<file path="src/rtl/quant_part_fifo_if.sv">
// quant_part_fifo_if: per-lane valid/ready handshake, data and occupancy bundle for the two-lane FIFO.
interface quant_part_fifo_if #(parameter int DW = 8, parameter int AW = 2);
    logic [1:0]    in_valid, in_ready, out_valid, out_ready, flush;
    logic [DW-1:0] in_data0, in_data1, out_data0, out_data1;
    logic [AW:0]   count0, count1;
    modport master (
        output in_valid, in_data0, in_data1, out_ready, flush,
        input  in_ready, out_valid, out_data0, out_data1, count0, count1
    );
    modport slave (
        input  in_valid, in_data0, in_data1, out_ready, flush,
        output in_ready, out_valid, out_data0, out_data1, count0, count1
    );
endinterface

</file>
<file path="src/rtl/quant_part_fifo.sv">
// quant_part_fifo: two fully independent valid/ready FIFO lanes (L = lane 0, H = lane 1).
// Lanes are written out explicitly with constant indices so no lane-1 input can reach lane-0 state.
module quant_part_fifo #(
    parameter int DW    = 8,
    parameter int DEPTH = 4,
    parameter int AW    = 2
) (
    input logic              clk,
    input logic              rst_n,
    quant_part_fifo_if.slave s
);
    localparam logic [AW:0] FULL = (AW+1)'(DEPTH);
    logic [DW-1:0] mem0_q [DEPTH], mem0_d [DEPTH], mem1_q [DEPTH], mem1_d [DEPTH];
    logic [AW-1:0] wptr0_q, wptr0_d, rptr0_q, rptr0_d, wptr1_q, wptr1_d, rptr1_q, rptr1_d;
    logic [AW:0]   count0_q, count0_d, count1_q, count1_d;
    logic          push0, pop0, push1, pop1, valid0, valid1;
    always_comb begin
        valid0   = count0_q != '0;
        push0    = s.in_valid[0] & (count0_q != FULL);
        pop0     = s.out_ready[0] & valid0;
        mem0_d   = mem0_q;
        if (push0) mem0_d[wptr0_q] = s.in_data0;
        wptr0_d  = s.flush[0] ? '0 : wptr0_q + AW'(push0);
        rptr0_d  = s.flush[0] ? '0 : rptr0_q + AW'(pop0);
        count0_d = s.flush[0] ? '0 : count0_q + (AW+1)'(push0) - (AW+1)'(pop0);
    end
    always_comb begin
        valid1   = count1_q != '0;
        push1    = s.in_valid[1] & (count1_q != FULL);
        pop1     = s.out_ready[1] & valid1;
        mem1_d   = mem1_q;
        if (push1) mem1_d[wptr1_q] = s.in_data1;
        wptr1_d  = s.flush[1] ? '0 : wptr1_q + AW'(push1);
        rptr1_d  = s.flush[1] ? '0 : rptr1_q + AW'(pop1);
        count1_d = s.flush[1] ? '0 : count1_q + (AW+1)'(push1) - (AW+1)'(pop1);
    end
    // Storage is deliberately left out of reset; only pointers and counts clear.
    always_ff @(posedge clk) begin
        mem0_q <= mem0_d;
        mem1_q <= mem1_d;
        if (!rst_n) begin
            wptr0_q  <= '0;
            rptr0_q  <= '0;
            count0_q <= '0;
            wptr1_q  <= '0;
            rptr1_q  <= '0;
            count1_q <= '0;
        end else begin
            wptr0_q  <= wptr0_d;
            rptr0_q  <= rptr0_d;
            count0_q <= count0_d;
            wptr1_q  <= wptr1_d;
            rptr1_q  <= rptr1_d;
            count1_q <= count1_d;
        end
    end
    assign s.in_ready  = {count1_q != FULL, count0_q != FULL};
    assign s.out_valid = {valid1, valid0};
    assign s.out_data0 = valid0 ? mem0_q[rptr0_q] : '0;
    assign s.out_data1 = valid1 ? mem1_q[rptr1_q] : '0;
    assign s.count0    = count0_q;
    assign s.count1    = count1_q;
endmodule

</file>
<file path="src/flat_wrapper.sv">
// flat-port wrapper written by rule: the top's interface ports become plain ports
module quant_part_fifo_flat 
#(
    parameter int DW    = 8,
    parameter int DEPTH = 4,
    parameter int AW    = 2
)
  (clk, rst_n, s_in_valid, s_in_data0, s_in_data1, s_out_ready, s_flush, s_in_ready, s_out_valid, s_out_data0, s_out_data1, s_count0, s_count1);
  quant_part_fifo_if #(.DW(DW), .AW(AW)) s_i ();
  input logic clk;
  input logic rst_n;
  input wire logic [$bits(s_i.in_valid)-1:0] s_in_valid;
  input wire logic [$bits(s_i.in_data0)-1:0] s_in_data0;
  input wire logic [$bits(s_i.in_data1)-1:0] s_in_data1;
  input wire logic [$bits(s_i.out_ready)-1:0] s_out_ready;
  input wire logic [$bits(s_i.flush)-1:0] s_flush;
  output wire logic [$bits(s_i.in_ready)-1:0] s_in_ready;
  output wire logic [$bits(s_i.out_valid)-1:0] s_out_valid;
  output wire logic [$bits(s_i.out_data0)-1:0] s_out_data0;
  output wire logic [$bits(s_i.out_data1)-1:0] s_out_data1;
  output wire logic [$bits(s_i.count0)-1:0] s_count0;
  output wire logic [$bits(s_i.count1)-1:0] s_count1;
  assign s_i.in_valid = s_in_valid;
  assign s_i.in_data0 = s_in_data0;
  assign s_i.in_data1 = s_in_data1;
  assign s_i.out_ready = s_out_ready;
  assign s_i.flush = s_flush;
  assign s_in_ready = s_i.in_ready;
  assign s_out_valid = s_i.out_valid;
  assign s_out_data0 = s_i.out_data0;
  assign s_out_data1 = s_i.out_data1;
  assign s_count0 = s_i.count0;
  assign s_count1 = s_i.count1;
  quant_part_fifo #(.DW(DW), .DEPTH(DEPTH), .AW(AW)) u_core (.clk(clk), .rst_n(rst_n), .s(s_i));
endmodule
</file>
<file path="config.mk">
export PLATFORM = sky130hd
export DESIGN_NAME = quant_part_fifo_flat
export DESIGN_NICKNAME = d
export VERILOG_FILES = /design/src/rtl/quant_part_fifo_if.sv /design/src/rtl/quant_part_fifo.sv /design/src/flat_wrapper.sv
export SDC_FILE = /design/constraint.sdc
export NUM_CORES = 1
export LEC_CHECK = 0
export BUFFER_PORTS_ARGS = -buffer_cell sky130_fd_sc_hd__buf_2
export CAP_MARGIN = 20
export CORE_ASPECT_RATIO = 1.1
export CORE_UTILIZATION = 45
export DETAILED_ROUTE_END_ITERATION = 8
export PLACE_DENSITY = 0.68
export SLEW_MARGIN = 20
export SYNTH_ARGS = -nofsm -noshare
export SYNTH_HDL_FRONTEND = slang
export SYNTH_SLANG_ARGS = --single-unit
</file>
<file path="constraint.sdc">
create_clock -name clk -period 2 [get_ports clk]
set_input_delay 0.2 -clock clk [delete_from_list [all_inputs] [get_ports clk]]
set_output_delay 0.2 -clock clk [all_outputs]
set_load 0.01 [all_outputs]
</file>
== Word level (Yosys, flattened, before mapping) ==
Cells that the tools add are included.

* Flip-flop bits (word level): 78
* Input bits: 24
* Output and inout bits: 26

* Add/subtract/negate cells: 8
* $lt $le $gt $ge: 6
* Equal/unequal tests: 2
* Mux-type cells: 14
* Bitwise logic cells: 9
* Reduce and logical (&&, ||, !) cells: 6

{| class="wikitable"
|+ Operators by type and width
! operator !! count
|-
| $bwmux 32 || 2
|-
| $mux 8 || 8
|-
| $bmux 8 s2 || 2
|-
| $demux 8 s2 || 2
|-
| $ge 3x3->1 const B || 4
|-
| $not 2->3 || 4
|-
| $add 2x1->2 || 4
|-
| $add 3x1->3 || 2
|-
| $lt 3x1->1 const B || 2
|-
| $ne 3x3->1 const B || 2
|-
| $reduce_bool 3->1 || 2
|-
| $sub 3x1->3 || 2
|-
| $and 1x1->1 || 4
|-
| $reduce_or 2->1 || 2
|-
| $logic_and 1x1->1 || 2
|-
| $not 1->1 || 1
|}

== Depth between registers and ports, before layout ==
Gate-level depths: netlist of the first run.

* Word-level depth: 6
* Depth in mapped cells: 9
* Gate-level depth less buffers: 8

== Worst setup path after synthesis of the first run ==
No wires, ideal clock.

* Path kind: reg2reg
* From: register u_core.count1_q[1] (netlist: u_core.s.count1[1])
* To: register u_core.count1_q[2] (netlist: u_core.s.count1[2])
* Library setup time: 0.114 ns
* Arrival: 2.101 ns
* Setup slack: -0.216 ns
* Stages on the path, launching flop included: 10
* Buffers on the path: 1
* Clock period less this slack: 2.216 ns
* Path through: dfxtp_1 > or3_1 > clkbuf_1 > and2_1 > ha_1 > inv_1 > ha_1 > fa_1 > xor3_1 > nor2_1

* Elaborated cells on any way between the ends: 6
* Those cells by class: add/sub (2); eq/ne (1); bitwise (2); reduce/logical (1)

{| class="wikitable"
|+ RTL lines
! what !! line !! source
|-
| start, declared || quant_part_fifo.sv:15 || <nowiki>logic [AW:0] count0_q, count0_d, count1_q, count1_d;</nowiki>
|-
| start signal, assigned || quant_part_fifo.sv:54 || <nowiki>count1_q <= count1_d;</nowiki>
|-
| $reduce_bool 3->1 || quant_part_fifo.sv:28 || <nowiki>valid1 = count1_q != '0;</nowiki>
|-
| via u_core.valid1 || quant_part_fifo.sv:16 || <nowiki>logic push0, pop0, push1, pop1, valid0, valid1;</nowiki>
|-
| $and 1x1->1 || quant_part_fifo.sv:30 || <nowiki>pop1 = s.out_ready[1] & valid1;</nowiki>
|-
| $sub 3x1->3 || quant_part_fifo.sv:35 || <nowiki>count1_d = s.flush[1] ? '0 : count1_q + (AW+1)'(push1) - (AW+1)'(pop1);</nowiki>
|}

The timed path passes the listed nets, and every way through them passes these cells.
A chain may end at the register's enable or synchronous reset.

== Final worst setup path of the first run ==
* From: register u_core.count1_q[1] (netlist: u_core.s.count1[1])
* To: register u_core.count1_q[1] (netlist: u_core.s.count1[1])

* Cells in the longest elaborated chain, start to end: 4
* Elaborated cells on any way between the ends: 6
* Those cells by class: add/sub (2); eq/ne (1); bitwise (2); reduce/logical (1)

{| class="wikitable"
|+ Ends and longest elaborated chain
! what !! line !! source
|-
| $ne 3x3->1 || quant_part_fifo.sv:29 || <nowiki>push1 = s.in_valid[1] & (count1_q != FULL);</nowiki>
|-
| $and 1x1->1 || quant_part_fifo.sv:29 ||
|-
| $add 3x1->3 || quant_part_fifo.sv:35 ||
|-
| $sub 3x1->3 (*) || quant_part_fifo.sv:35 ||
|}

Every way passes the cells marked *; elsewhere a longest branch is shown, timed or not.

==> PnR_summary.wiki, run 1 <==
{| class="wikitable"
! Metric !! Value
|-
| Crit-path max FO || 2
|-
| Port Buffers || 49
|-
| Count of hold buffers inserted by post-cts repair || 0
|-
| Worst endpoint required time || 2.29 ns
|-
| Worst IR drop on VDD || 0.546 mV
|-
| EDFF count, synth || 64
|-
| Detailed Route Iter0 Violations || 69
|-
| Total vias in the final route || 1675
|-
| Num CTS Buffers || 9
|-
| Combined global-route utilization of all metal layers || 15.2%
|-
| Area fraction in and, or, nand and nor cells after synthesis || 10.7%
|-
| Dominant combinational cell family by area after synthesis || multiplexers
|-
| DR DRC count || 0
|-
| Hold Path Class || in2reg
|-
| Startpoint type of the worst setup path || flip-flop
|-
| Ratio of cells with drive above 1 in the final layout || 42.1%
|-
| Clk_lat worst skew || 0.35 ns
|-
| FMAX || 0.507 GHz
|-
| Initial cell density of the core || 46.3%
|-
| Critical path type || reg2reg
|-
| Final hold violation count || 0
|-
| Wire length of the first global-routing pass || 8.49 mm
|-
| Gp weighted congestion || 0.722
|-
| Largest cells by area after synthesis || edfxtp_1 59%, mux4_2 10%, dfxtp_1 8.6%
|-
| Sequential share of the synthesized area || 67.8%
|-
| Antenna diode count || 0
|-
| Clock skew after layout || 0.00723 ns
|-
| P&R area growth vs syn || 19.9%
|-
| TritonCTS clock tree || done
|-
| Gate count after technology mapping || 181
|-
| Pin count of the biggest net entering global routing || 17
|-
| Part of the cycle the worst path needs || 98.6%
|-
| Total leakage power || 1.45 nW
|-
| Clock transition at the register clock pins on the worst setup and hold paths after CTS || 0.09 ns
|-
| Routed length per placed instance || 15.5 um
|-
| Flip-flop cell with the highest count after synthesis || edfxtp_1
|-
| Post-Place Cell Area || 3690 um^2
|-
| Warnings, synthesis || 0
|-
| Clock net sink count || 78
|-
| Setup bufs post-CTS || 0
|-
| Netlist area before placement || 3250 um^2
|-
| Clk root buf || clkbuf_8
|-
| Antenna violations before repair || 0
|-
| TNS Setup || 0 ns
|-
| Number of I/O pins || 50
|-
| TritonRoute pass-1 iters || 4
|-
| Total of max-cap violations || 0
|-
| Largest area contributor in the synthesized netlist || edfxtp_1
|-
| Number of nets produced by synthesis || 214
|-
| Share of Yosys cell area claimed by the top area cell type || 59.2%
|-
| Overall overflow remaining after global route || 0
|-
| Average footprint of a synthesized cell || 17.9 um^2
|-
| Share of the synthesized netlist area taken by xor and xnor gates || 2.27%
|-
| Synth Area in Compound Gates || 0.540%
|-
| Final WL || 5.22 mm
|-
| Net count, final || 280
|-
| Share of synthesized flip-flops with an asynchronous set or reset || 0%
|-
| Cell area after layout || 3890 um^2
|-
| Std-Cell Core Area || 7010 um^2
|-
| Total die area || 7560 um^2
|-
| Count of final max-slew check failures || 0
|-
| Transition time of the tightest slew-check pin || 0.455 ns
|-
| Final antenna-violating net count || 0
|-
| Die extent in x || 83.0 um
|-
| RSZ-0062 raised after global routing || yes
|-
| Synth unique cells || 29
|-
| Number of H-tree levels || 3
|-
| Endpoint arrival time on the critical path || 2.27 ns
|-
| Post-DR vias/cell || 4.97
|-
| Total of endpoints with negative setup slack in the final report || 0
|-
| Minimum clock period || 1.97 ns
|-
| Final Total Pwr || 3.60 mW
|-
| Via count of the first global-routing pass || 1746
|-
| Endpoint kind of the worst setup timing path || flip-flop
|-
| Die Ht || 91.1 um
|-
| Commonest cells after routing, fill and taps aside || 64 x edfxtp_1, 49 x buf_2, 23 x and2_1
|-
| FP Rows || 32
|-
| #FFs+latches synth || 78
|-
| Pwr/cell area || 925 nW/um^2
|-
| Post-synthesis mux area share || 11.8%
|-
| Clock Path Buffers || 2
|-
| Status || finished, final reports clean
|-
| Slew margin rel. || 69.3%
|-
| Adder-cell share of the synthesized area || 3.93%
|-
| DP Wirelength || 3.65 mm
|-
| Most frequent standard cell in the layout excluding fill and tap cells || edfxtp_1
|}
## synth_stat cells, types with 3 or more instances
library cell	instances
edfxtp_1	64
and2_1	24
mux4_2	15
dfxtp_1	14
inv_1	10
ha_1	7
nor2_1	5
nor2b_1	3
nor4bb_1	3
xnor2_1	3
## worst max-delay path, cell delays in order (launching register included)
cell     delay, ns
dfxtp_2       0.33
or3_4         0.38
and2_4        0.16
ha_4          0.26
inv_2         0.04
ha_4          0.15
fa_2          0.50
and2_1        0.11
## path summary, 6_finish.rpt
kind                            slack (ns)                from  depth (start not counted)            endpoint
worst min-delay path                  0.06       s_in_data1[6]                          1   u_core.mem1_q[30]
worst min register to register        0.59   u_core.wptr0_q[1]                          2   u_core.wptr0_q[1]
worst max register to register        0.03  u_core.s.count1[1]                          7  u_core.s.count1[1]
worst max-delay path                  0.03  u_core.s.count1[1]                          7  u_core.s.count1[1]
## metrics by stage
step	cells	setup WS [ns]	utilization [%]	hold slack, ns
after floorplan	181	-0.0660	-	0.299
after global placement	321	0.0470	52.7	0.414
after detailed placement	321	0.00501	52.7	0.416
after CTS	337	0.000561	55.4	0.0444
after global routing	337	-0.0234	55.6	0.0511
final	337	0.0275	55.6	0.0561
## cells by family after synthesis
| logic type | count (synthesis) |
|---|---|
| flops | 78 |
| mux | 18 |
| compound gates | 2 |
| fa+ha+maj | 9 |
| simple gates | 51 |
| xor+xnor | 5 |
| buf+inv | 18 |
## power breakdown
group | total [mW] | switching (mW) | internal [mW] | leakage (nW)
Clock | 1.10 | 0.624 | 0.475 | 0.0896
Sequential | 1.87 | 0.0338 | 1.84 | 0.702
Combinational | 0.632 | 0.299 | 0.332 | 0.659
## sequential cells by signal, summed over array words and instances (netlist names)
register / count
u_core.mem0_q: 32
u_core.mem1_q: 32
u_core.s.count0: 3
u_core.s.count1: 3
u_core.rptr0_q: 2
u_core.rptr1_q: 2
u_core.wptr0_q: 2
u_core.wptr1_q: 2
## area by class of cell
type / count / area [um^2]
fill: 552 / 3110
clock inverter: 7 / 66.3
inverter: 10 / 37.5
timing repair buffer: 63 / 367
tap: 85 / 106
multi-input combinational: 85 / 986
sequential: 78 / 2210
clock buffer: 9 / 124
## layer usage
| metal | track usage, % | up-vias | part of all wire (%) |
|---|---|---|---|
| met1 | 17.1 | 802 | 43 |
| met5 | 0 | - | 0 |
| li1 | - | 824 | - |
| met2 | 26.6 | 39 | 51 |
| met4 | 8.19 | 0 | 2.1 |
| met3 | 3.73 | 10 | 3.5 |
## timing repair
action | CTS | global route
gates resized for setup | 0 | 3
pin swaps | 1 | 0
setup endpoints to repair | 1 | 12
Note: power is estimated with default switching activity, not from simulation.
==> run 2: changes to the inputs <==
Settings changed: PLACE_DENSITY 0.68 to 0.65.
==> PnR_summary.wiki, run 2 (synthesized netlist as in run 1, its figures left out) <==
{| class="wikitable"
! Metric !! Value
|-
| Top flop regs || u_core.mem0_q: 32 flops, u_core.mem1_q: 32 flops (unchanged)
|-
| RSZ-0062 raised after global routing || yes (unchanged)
|-
| Hold Path Class || in2reg (unchanged)
|-
| Antenna diode count || 0 (unchanged)
|-
| Die extent in x || 83.0 um (unchanged)
|-
| DR DRC count || 0 (unchanged)
|-
| Worst endpoint required time || 2.23 ns (was 2.29 ns)
|-
| Gp weighted congestion || 0.733 (was 0.722)
|-
| Ratio of cells with drive above 1 in the final layout || 43.3% (was 42.1%)
|-
| Clock skew after layout || 0.00645 ns (was 0.00723 ns)
|-
| Pin count of the biggest net entering global routing || 17 (unchanged)
|-
| End of the worst register-to-register path || u_core.s.count1[2] (was u_core.s.count1[1])
|-
| Std-Cell Core Area || 7010 um^2 (unchanged)
|-
| Clk root buf || clkbuf_8 (unchanged)
|-
| Crit-path max FO || 2 (unchanged)
|-
| Num CTS Buffers || 9 (unchanged)
|-
| Slew margin rel. || 69.1% (was 69.3%)
|-
| Launch instance of the worst register-to-register path || u_core.s.count1[2] (was u_core.s.count1[1])
|-
| Total of endpoints with negative setup slack in the final report || 0 (unchanged)
|-
| Most numerous cell on the critical path || ha_4 (unchanged)
|-
| Hold endpoint || u_core.mem1_q[23] (was u_core.mem1_q[30])
|-
| Total leakage power || 1.46 nW (was 1.45 nW)
|-
| Clk_lat worst skew || 0.34 ns (was 0.35 ns)
|-
| Startpoint type of the worst setup path || flip-flop (unchanged)
|-
| Final WL || 5.49 mm (was 5.22 mm)
|-
| Endpoint arrival time on the critical path || 2.19 ns (was 2.27 ns)
|-
| Clock transition at the register clock pins on the worst setup and hold paths after CTS || 0.08 ns (was 0.09 ns)
|-
| Commonest cells after routing, fill and taps aside || 64 x edfxtp_1, 49 x buf_2, 23 x and2_1 (unchanged)
|-
| TritonCTS clock tree || done (unchanged)
|-
| Wire length of the first global-routing pass || 8.85 mm (was 8.49 mm)
|-
| Routed length per placed instance || 16.2 um (was 15.5 um)
|-
| Minimum clock period || 1.96 ns (was 1.97 ns)
|-
| Delay of the slowest critical-path stage || 0.38 ns (was 0.50 ns)
|-
| Critical path type || reg2reg (unchanged)
|-
| Pwr/cell area || 928 nW/um^2 (was 925 nW/um^2)
|-
| Initial cell density of the core || 46.3% (unchanged)
|-
| Endpoint kind of the worst setup timing path || flip-flop (unchanged)
|-
| Final Total Pwr || 3.62 mW (was 3.60 mW)
|-
| Combined global-route utilization of all metal layers || 15.9% (was 15.2%)
|-
| CTS resizes || 0 (unchanged)
|-
| Total vias in the final route || 1700 (was 1675)
|-
| Final antenna-violating net count || 0 (unchanged)
|-
| DP Wirelength || 3.82 mm (was 3.65 mm)
|-
| TritonRoute pass-1 iters || 4 (unchanged)
|-
| Total die area || 7560 um^2 (unchanged)
|-
| Total of max-cap violations || 0 (unchanged)
|-
| Overall overflow remaining after global route || 0 (unchanged)
|-
| Count of hold buffers inserted by post-cts repair || 0 (unchanged)
|-
| Number of H-tree levels || 3 (unchanged)
|-
| Part of the cycle the worst path needs || 98.1% (was 98.6%)
|-
| Most frequent standard cell in the layout excluding fill and tap cells || edfxtp_1 (unchanged)
|-
| Port Buffers || 49 (unchanged)
|-
| Clock Path Buffers || 2 (unchanged)
|-
| Crit-path cells || or3_4, and2_4, ha_4, inv_2, ha_4, fa_2, xor3_1, nor2_1 (was or3_4, and2_4, ha_4, inv_2, ha_4, fa_2, and2_1)
|-
| P&R area growth vs syn || 20.0% (was 19.9%)
|-
| Via count of the first global-routing pass || 1817 (was 1746)
|-
| Count of final max-slew check failures || 0 (unchanged)
|-
| Critical Path Slowest Stage Cell || or3_4 (was fa_2)
|-
| Register-to-register path setup slack || 0.04 ns (was 0.03 ns)
|-
| FP Rows || 32 (unchanged)
|-
| Hold_sp || s_in_data1[7] (was s_in_data1[6])
|-
| Die Ht || 91.1 um (unchanged)
|-
| Status || finished, final reports clean (unchanged)
|-
| Final hold violation count || 0 (unchanged)
|-
| Net count, final || 282 (was 280)
|-
| Cell depth of the worst flop-to-flop path || 8 (was 7)
|-
| Clock net sink count || 78 (unchanged)
|-
| Worst IR drop on VDD || 0.518 mV (was 0.546 mV)
|-
| Hold-critical path depth || 1 (unchanged)
|-
| Antenna violations before repair || 0 (unchanged)
|-
| Detailed Route Iter0 Violations || 70 (was 69)
|-
| FMAX || 0.510 GHz (was 0.507 GHz)
|-
| Setup bufs post-CTS || 0 (unchanged)
|-
| Post-route core utilization || 55.6% (about the same)
|-
| Number of I/O pins || 50 (unchanged)
|-
| Transition time of the tightest slew-check pin || 0.457 ns (was 0.455 ns)
|-
| Post-DR vias/cell || 5.01 (was 4.97)
|}
run 2: stage by stage:
stage               hold slack [ns]  std cells  TNS [ns]  worst slack [ns]  area, um^2
finish                       0.0702        339         0            0.0381        3890
global route                 0.0456        339   -0.0766           -0.0422        3890
CTS                          0.0483        339         0           0.00715        3880
detailed placement            0.420        323         0            0.0340        3690
global placement              0.416        323         0            0.0502        3690
floorplan                     0.299        181    -0.124           -0.0660        3280
run 2: layout make-up:
cell class	count	area [um^2]
Clock buffer	9	124
Clock inverter	7	63.8
Fill cell	564	3110
Inverter	10	37.5
Multi-Input combinational cell	85	991
Sequential cell	78	2210
Tap cell	85	106
Timing Repair Buffer	65	365
run 2: metal layers:
metal / track usage, % / vias up / wire length [um]
met5: 0 / - / 0
met2: 28.6 / 44 / 2870
met3: 4.45 / 5 / 222
li1: - / 824 / -
met1: 18.0 / 827 / 2340
met4: 6.03 / 0 / 53
run 2: power by group:
part           total, mW  leakage, nW  switching [mW]  internal (mW)
combinational      0.647        0.665           0.309          0.338
clock               1.10       0.0903           0.622          0.478
sequential          1.87        0.703          0.0325           1.84
total               3.62         1.46           0.964           2.65
run 2: critical path: cells and delay by family, from the launching register on:
family / cells / cell delay, ns
buffers and inverters: 1 / 0.04
adder cells (fa/ha/maj): 3 / 0.73
flip-flops: 1 / 0.32
AND/OR/NAND/NOR: 3 / 0.58
XOR/XNOR: 1 / 0.20
run 2: worst max-delay path by stage:
stage / start / to / depth (start not counted)
2_1_floorplan: u_core.s.count1[2] / u_core.s.count1[1] / 8
3_3_place_gp: u_core.s.count1[2] / u_core.s.count1[2] / 8
3_5_place_dp: u_core.s.count1[2] / u_core.s.count1[2] / 8
4_1_cts: u_core.rptr0_q[0] / s_out_data0[0] / 4
5_1_grt: u_core.s.count1[2] / u_core.s.count1[2] / 8
6_report: u_core.s.count1[2] / u_core.s.count1[2] / 8
